File: config.mk
export PLATFORM = sky130hd
export DESIGN_NAME = mem_bus_ctrl
export DESIGN_NICKNAME = d
export VERILOG_FILES = /design/src/rtl/mem_bus_ctrl.sv
export SDC_FILE = /design/constraint.sdc
export NUM_CORES = 1
export LEC_CHECK = 0
export CAP_MARGIN = 10
export CORE_ASPECT_RATIO = 0.6
export CORE_UTILIZATION = 40
export DETAILED_ROUTE_END_ITERATION = 12
export PLACE_DENSITY = 0.75
export SETUP_SLACK_MARGIN = 0.15
export SLEW_MARGIN = 20
export SYNTH_ARGS = -nofsm -noshare
export SYNTH_HDL_FRONTEND = slang
export SYNTH_SLANG_ARGS = --single-unit
File: constraint.sdc
create_clock -name clk -period 4.1 [get_ports clk]
set_clock_uncertainty 0.1 [all_clocks]
set_input_delay 0.82 -clock clk [delete_from_list [all_inputs] [get_ports clk]]
set_output_delay 0.82 -clock clk [all_outputs]
set_load 0.03 [all_outputs]
File: src/rtl/mem_bus_ctrl.sv
// Bus master that sequences one CPU read/write at a time onto a level-sensitive memory.
// Address, data and direction are settled a cycle before memRq rises and stay put until after it falls.
module mem_bus_ctrl #(
  parameter int unsigned ADDR_W      = 8,
  parameter int unsigned DATA_W      = 8,
  parameter int unsigned WAIT_CYCLES = 2
) (
  input  logic              clk,
  input  logic              nReset,
  input  logic              cpuReq,
  input  logic              cpuWrite,
  input  logic [ADDR_W-1:0] cpuAddr,
  input  logic [DATA_W-1:0] cpuWData,
  output logic              cpuReady,
  output logic              cpuRspValid,
  output logic [DATA_W-1:0] cpuRData,
  output logic              memRq,
  output logic              readNotWrite,
  output logic [ADDR_W-1:0] addr,
  output logic [DATA_W-1:0] dataIn,
  input  logic [DATA_W-1:0] dataOut
);

  localparam int unsigned CNT_W = 4;

  generate
    if (WAIT_CYCLES < 1 || WAIT_CYCLES > 15) begin : g_bad_wait
      $error("mem_bus_ctrl: WAIT_CYCLES must be in 1..15");
    end
  endgenerate

  typedef enum logic [1:0] {IDLE, SETUP, ACCESS, HOLD} state_t;

  state_t            state, state_d;
  logic [CNT_W-1:0]  wait_cnt, wait_cnt_d;
  logic              mem_rq_d, rnw_d, rsp_d, accept;
  logic [ADDR_W-1:0] addr_d;
  logic [DATA_W-1:0] data_in_d, rdata_d;

  assign cpuReady = (state == IDLE) || (state == HOLD);
  assign accept   = cpuReq & cpuReady;

  // Next-state and next-value decode for every registered output
  always_comb begin
    state_d    = state;
    wait_cnt_d = wait_cnt;
    mem_rq_d   = 1'b0;
    rnw_d      = readNotWrite;
    addr_d     = addr;
    data_in_d  = dataIn;
    rdata_d    = cpuRData;
    rsp_d      = (state == HOLD);
    case (state)
      IDLE, HOLD: begin
        if (accept) begin
          addr_d    = cpuAddr;
          data_in_d = cpuWData;
          rnw_d     = ~cpuWrite;
          state_d   = SETUP;
        end else begin
          state_d = IDLE;
        end
      end
      SETUP: begin
        wait_cnt_d = CNT_W'(WAIT_CYCLES - 1);
        mem_rq_d   = 1'b1;
        state_d    = ACCESS;
      end
      ACCESS: begin
        if (wait_cnt == '0) begin
          if (readNotWrite) rdata_d = dataOut;
          state_d = HOLD;
        end else begin
          wait_cnt_d = wait_cnt - CNT_W'(1);
          mem_rq_d   = 1'b1;
        end
      end
      default: state_d = IDLE;
    endcase
  end

  // State and output registers
  always_ff @(posedge clk or negedge nReset) begin
    if (!nReset) begin
      state        <= IDLE;
      wait_cnt     <= '0;
      memRq        <= 1'b0;
      readNotWrite <= 1'b1;
      addr         <= '0;
      dataIn       <= '0;
      cpuRspValid  <= 1'b0;
      cpuRData     <= '0;
    end else begin
      state        <= state_d;
      wait_cnt     <= wait_cnt_d;
      memRq        <= mem_rq_d;
      readNotWrite <= rnw_d;
      addr         <= addr_d;
      dataIn       <= data_in_d;
      cpuRspValid  <= rsp_d;
      cpuRData     <= rdata_d;
    end
  end

endmodule
* Word-level counts from Yosys, hierarchy flattened
Cells that the tools add are included.
** Storage, ports and cells
- Register bits after elaboration :: 33
- Word-level logic and storage cells :: 31
** Operators by class
- Add/subtract/negate cells :: 1
- Equal/unequal tests :: 5
- Mux-type cells :: 7
- Bitwise gates (word level) :: 2
- Reductions and logical operators :: 8
** Operators by type and width (number)
- case mux 4 bit (2 select lines) :: 1
- case mux 2 bit (3 select lines) :: 1
- == test 2 bit, second input constant :: 2
- logical NOT 4 bit :: 1
- 2-to-1 mux 4 bit :: 1
- inequality test 2 bit, second input constant :: 2
- AND reduction 2 bit :: 2
- subtractor 4 x 1 -> 4 bit, second input constant :: 1
- AND reduction 3 bit :: 1
- == test 2 x 1 -> 1 bit, second input constant :: 1
- logical NOT 2 bit :: 1
- 2-to-1 mux 1 bit :: 2
- 2-to-1 mux 2 bit :: 1
- case mux 1 bit (2 select lines) :: 1
- nonzero test 2 bit :: 1
- OR reduction 2 bit :: 1
- bitwise AND 1 bit :: 1
- logical OR 1 bit :: 1
- inverter 1 bit :: 1

* Longest topological paths before layout
- Depth in word-level cells :: 5
- Gate-level depth with buffers :: 6
- Gate-level depth less buffers :: 5

* Worst setup path before layout
OpenSTA, ideal clock, no wires.
- Path kind :: reg-to-reg
- Start point :: register state[0]
- End point :: register addr[1]
- Library setup time :: 0.125 ns
- Data arrival time :: 1.743 ns
- Setup slack :: 2.132 ns
- Stages on the path, launching flop included :: 6
- Buffers on the path :: 1
- Cells stage by stage :: dfrtp_1 > inv_1 > ha_1 > nand2_1 > buf_2 > mux2_2
** Between the ends
- Word-level cells in the longest chain between the ends :: 4
- Elaborated cells between the ends (all ways) :: 6
- Those cells by class :: eq/ne: 1; bitwise: 1; reduce/logical: 4
** Ends and longest elaborated chain
- start: declaration :: line 34 : state_t state, state_d;
- start signal: assignment :: line 94 : state <= state_d;
- == test 2 bit / logical NOT 2 bit (equally long branches) :: line 40 : assign cpuReady = (state == IDLE) || (state == HOLD);
- logical OR 1 bit * :: line 40
- named net cpuReady :: line 14 : output logic cpuReady,
- bitwise AND 1 bit * :: line 41 : assign accept = cpuReq & cpuReady;
- AND reduction 2 bit (no source line) *
- end signal: assignment :: line 98 : addr <= addr_d;
- end: declaration :: line 19 : output logic [ADDR_W-1:0] addr,
The timed path passes the listed nets; every way through them passes the cells marked *.
A chain may end at the register's enable or synchronous reset.

* Final worst setup path
- Start point :: register state[0]
- End point :: output port cpuReady
** Between the ends
- Word-level cells in the longest chain between the ends :: 2
- Elaborated cells between the ends (all ways) :: 3
- Those cells by class :: eq/ne: 1; reduce/logical: 2
** Ends and longest elaborated chain (line)
- == test 2 bit / logical NOT 2 bit (equally long branches) :: 40
- logical OR 1 bit * :: 40
- end: declaration :: 14
Mark *: on every way between the ends. The rest lies on a longest branch, timed or not.

==> results.ini <==
[yosys]
synthTopCellsByArea=dfrtp_1 57%, mux2_2 13%, mux2_4 8.5%, ha_1 4.4%, dfstp_2 1.9%
synth.avg_cell_area_um2=14.87
yosys.cell_types.count=25
syn_area_mm2=0.001413
syn_inst=95
synth_top_cell_by_area=dfrtp_1
ys_seq_area_share_pct=58.55
ys_ff_latch=33
ys_warn_count=0
synth.net_count=128
yosysTopAreaCellShare_pct=56.69

[setup_path]
critical-path-slowest-cell=clkdlybuf4s50_1
cp.arrival_ns=1.83
crit_fanout=6
path_class=reg2out
cp_data_required_time_ns=3.18
end_kind=output pin
start_kind=flip-flop
crit_chain=inv_1, ha_1, clkdlybuf4s50_1
slowest_delay_ns=0.72

[detailed_routing]
vias=944
first_pass_iters=4
wire_per_inst_um=14.04
drt-total-wl_mm=2.823
drc=0
drt_iter0_drc=39
avgViaCountPerCell=4.697
ant_nets=0

[power_and_ir_drop]
power_frac_seq_pct=31.3
vdd_drop_max_mv=0.4884
p_int_mw=1.127
switching_share_pct=39.40
leakage_nw=0.9115
power_switching_mw=0.7329
combPwrFrac_pct=54.6
p_clk_share_pct=14.0
p_per_area_mw_per_mm2=888.2

[die]
ios=56
die_x_um=78.72
rows=16
initial_core_util_pct=42.77
die-area_mm2=0.003781
die_h_um=48.03
core_mm2=0.003303

[timing]
rsz0062_at_grt=no
fin_setup_tns_ns=0
slew_headroom_pct=51.26
final.setup.worst_slack_ns=1.350
holdWs_ns=0.3945
setup_viol=0
hold_violations=0
fin_crit_sh_pct=67.07
fmax_mhz=363.6
slew_violations=0
min_period_ns=2.750
worstMarginPinSlew_ns=0.7293

[place]
preCtsSetupSlack_ns=1.605
dp_hpwl_mm=2.058
dpl_cell_area_mm2=0.001998
portBuffers=55
routabilityCongestion=0.7021

[clock_tree]
clk_path_buf_depth=2
clk_latency_ns=0.28
htreeDepth=2
cts_tree=yes
clkTransAtPathRegs_ns=0.07
cts_root_buffer=clkbuf_8
cts_resized=0
numCtsBuffers=5
clock-sinks=33
postCtsHoldBufs=0
cts_setup_buffers=0

[finish]
drive_above_1_share_pct=23.72
area_growth_pct=48.27
n_antenna_cell=0
nNetsFinal=188
fin_area_mm2=0.002095

[global_routing]
first_global_vias=932
antenna_found_initial=0
grt_usage_pct=16.66
gr-total-overflow=0
grt_max_degree=25
grt_pass1_wl_mm=4.395

[outcome]
outcome=finished, final reports clean

[worst_hold_path]
min_path_type=reg2reg

[run]
maxCapViolations=0

cell usage after synthesis:
cell and number:
a22o_1 2, and3_4 1, nand2b_1 1, o21ai_0 2, o21a_1 1, mux2_4 8, or4_1 1, inv_1 6
buf_2 1, o31ai_1 2, nor3_1 1, nand2_1 3, mux2i_1 2, ha_1 5, dfrtp_1 32, mux2_2 16
buf_12 1, a31oi_1 1, a21oi_1 3, xnor2_1 1, o211ai_1 1, nor3b_4 1, nor2_1 1, clkbuf_1 1
dfstp_2 1
metrics by stage:
| step | utilization, % | power (mW) | std cells |
|---|---|---|---|
| final | 63.41 | 1.860 | 201 |
| after global routing | 63.41 | 1.977 | 201 |
| after CTS | 63.56 | 1.884 | 201 |
| after detailed placement | 60.49 | 1.613 | 193 |
| after global placement | 60.49 | 1.577 | 193 |
| after floorplan | - | 1.225 | 95 |
registers in the layout, indices dropped and copies added (netlist names):
signal,count
wait_cnt,4
state,2
readNotWrite,1
dataIn,8
cpuRspValid,1
memRq,1
addr,8
cpuRData,8
critical path, delay by kind of cell (launching register included):
kind,cells,cell delay (ns)
flip-flops,1,0.40
buffers and inverters,2,0.78
adder cells (fa/ha/maj),1,0.38
routing by layer:
metal / GRT usage [%] / up-vias / wire length [um] / share of wire [%]
met5: 0 / - / 0 / 0
li1: - / 449 / - / -
met1: 20.31 / 451 / 1268 / 45
met4: 8.889 / 0 / 44 / 1.6
met3: 7.810 / 4 / 263 / 9.3
met2: 25.39 / 40 / 1246 / 44
power by group through the flow:
stage | registers [mW] | logic [mW] | clock network, mW
3_5_place_dp | 0.587 | 1.03 | 0
4_1_cts | 0.585 | 1.03 | 0.272
6_report | 0.583 | 1.02 | 0.261
2_1_floorplan | 0.834 | 0.392 | 0
3_3_place_gp | 0.577 | 1.00 | 0
5_1_grt | 0.603 | 1.09 | 0.286
placed cells by master (no fill, tap or decap):
cell type,n
inv_1,6
dfrtp_1,32
ha_1,5
buf_4,1
o211ai_1,1
dfstp_2,1
buf_2,1
a22o_1,2
xnor2_1,1
clkbuf_8,7
nor3b_4,1
and3_4,1
mux2_2,16
a31oi_1,1
clkinv_2,1
o21ai_0,2
or4_1,1
clkdlybuf4s50_1,54
nor3_1,1
mux2_4,8
nand2b_1,1
mux2i_1,2
o31ai_1,2
nand2_1,3
o21a_1,1
nor2_1,1
a21oi_1,3
logic make-up (layout without fill, tap and decap cells):
kind of cell / after synthesis / after routing / share of synthesized area [%]
flip-flops: 33 / 33 / 58.55
multiplexers: 26 / 26 / 22.68
AO/OA/AOI/OAI: 12 / 12 / 5.580
AND/OR/NAND/NOR: 9 / 9 / 4.517
buffers and inverters: 9 / 70 / 3.631
adder cells (fa/ha/maj): 5 / 5 / 4.429
XOR/XNOR: 1 / 1 / 0.6201
path summary, 6_finish.rpt:
kind	start	depth (start not counted)	slack [ns]	to
max in group asynchronous	nReset	2	2.94	dataIn[4]
min in group asynchronous	nReset	1	0.42	cpuRspValid
worst max register to register	state[0]	4	2.06	dataIn[0]
worst max-delay path	state[0]	3	1.35	cpuReady
worst min register to register	readNotWrite	2	0.39	readNotWrite
worst min-delay path	readNotWrite	2	0.39	readNotWrite
layout make-up:
class                           count  area [um^2]
Clock buffer                        7        96.34
Clock inverter                      1        5.005
Fill cell                         261         1209
Inverter                            6        22.52
Multi-Input combinational cell     53        534.3
Sequential cell                    33        827.0
Tap cell                           45        56.30
Timing Repair Buffer               56        553.0
No activity file was read; power rests on OpenSTA's default activity.
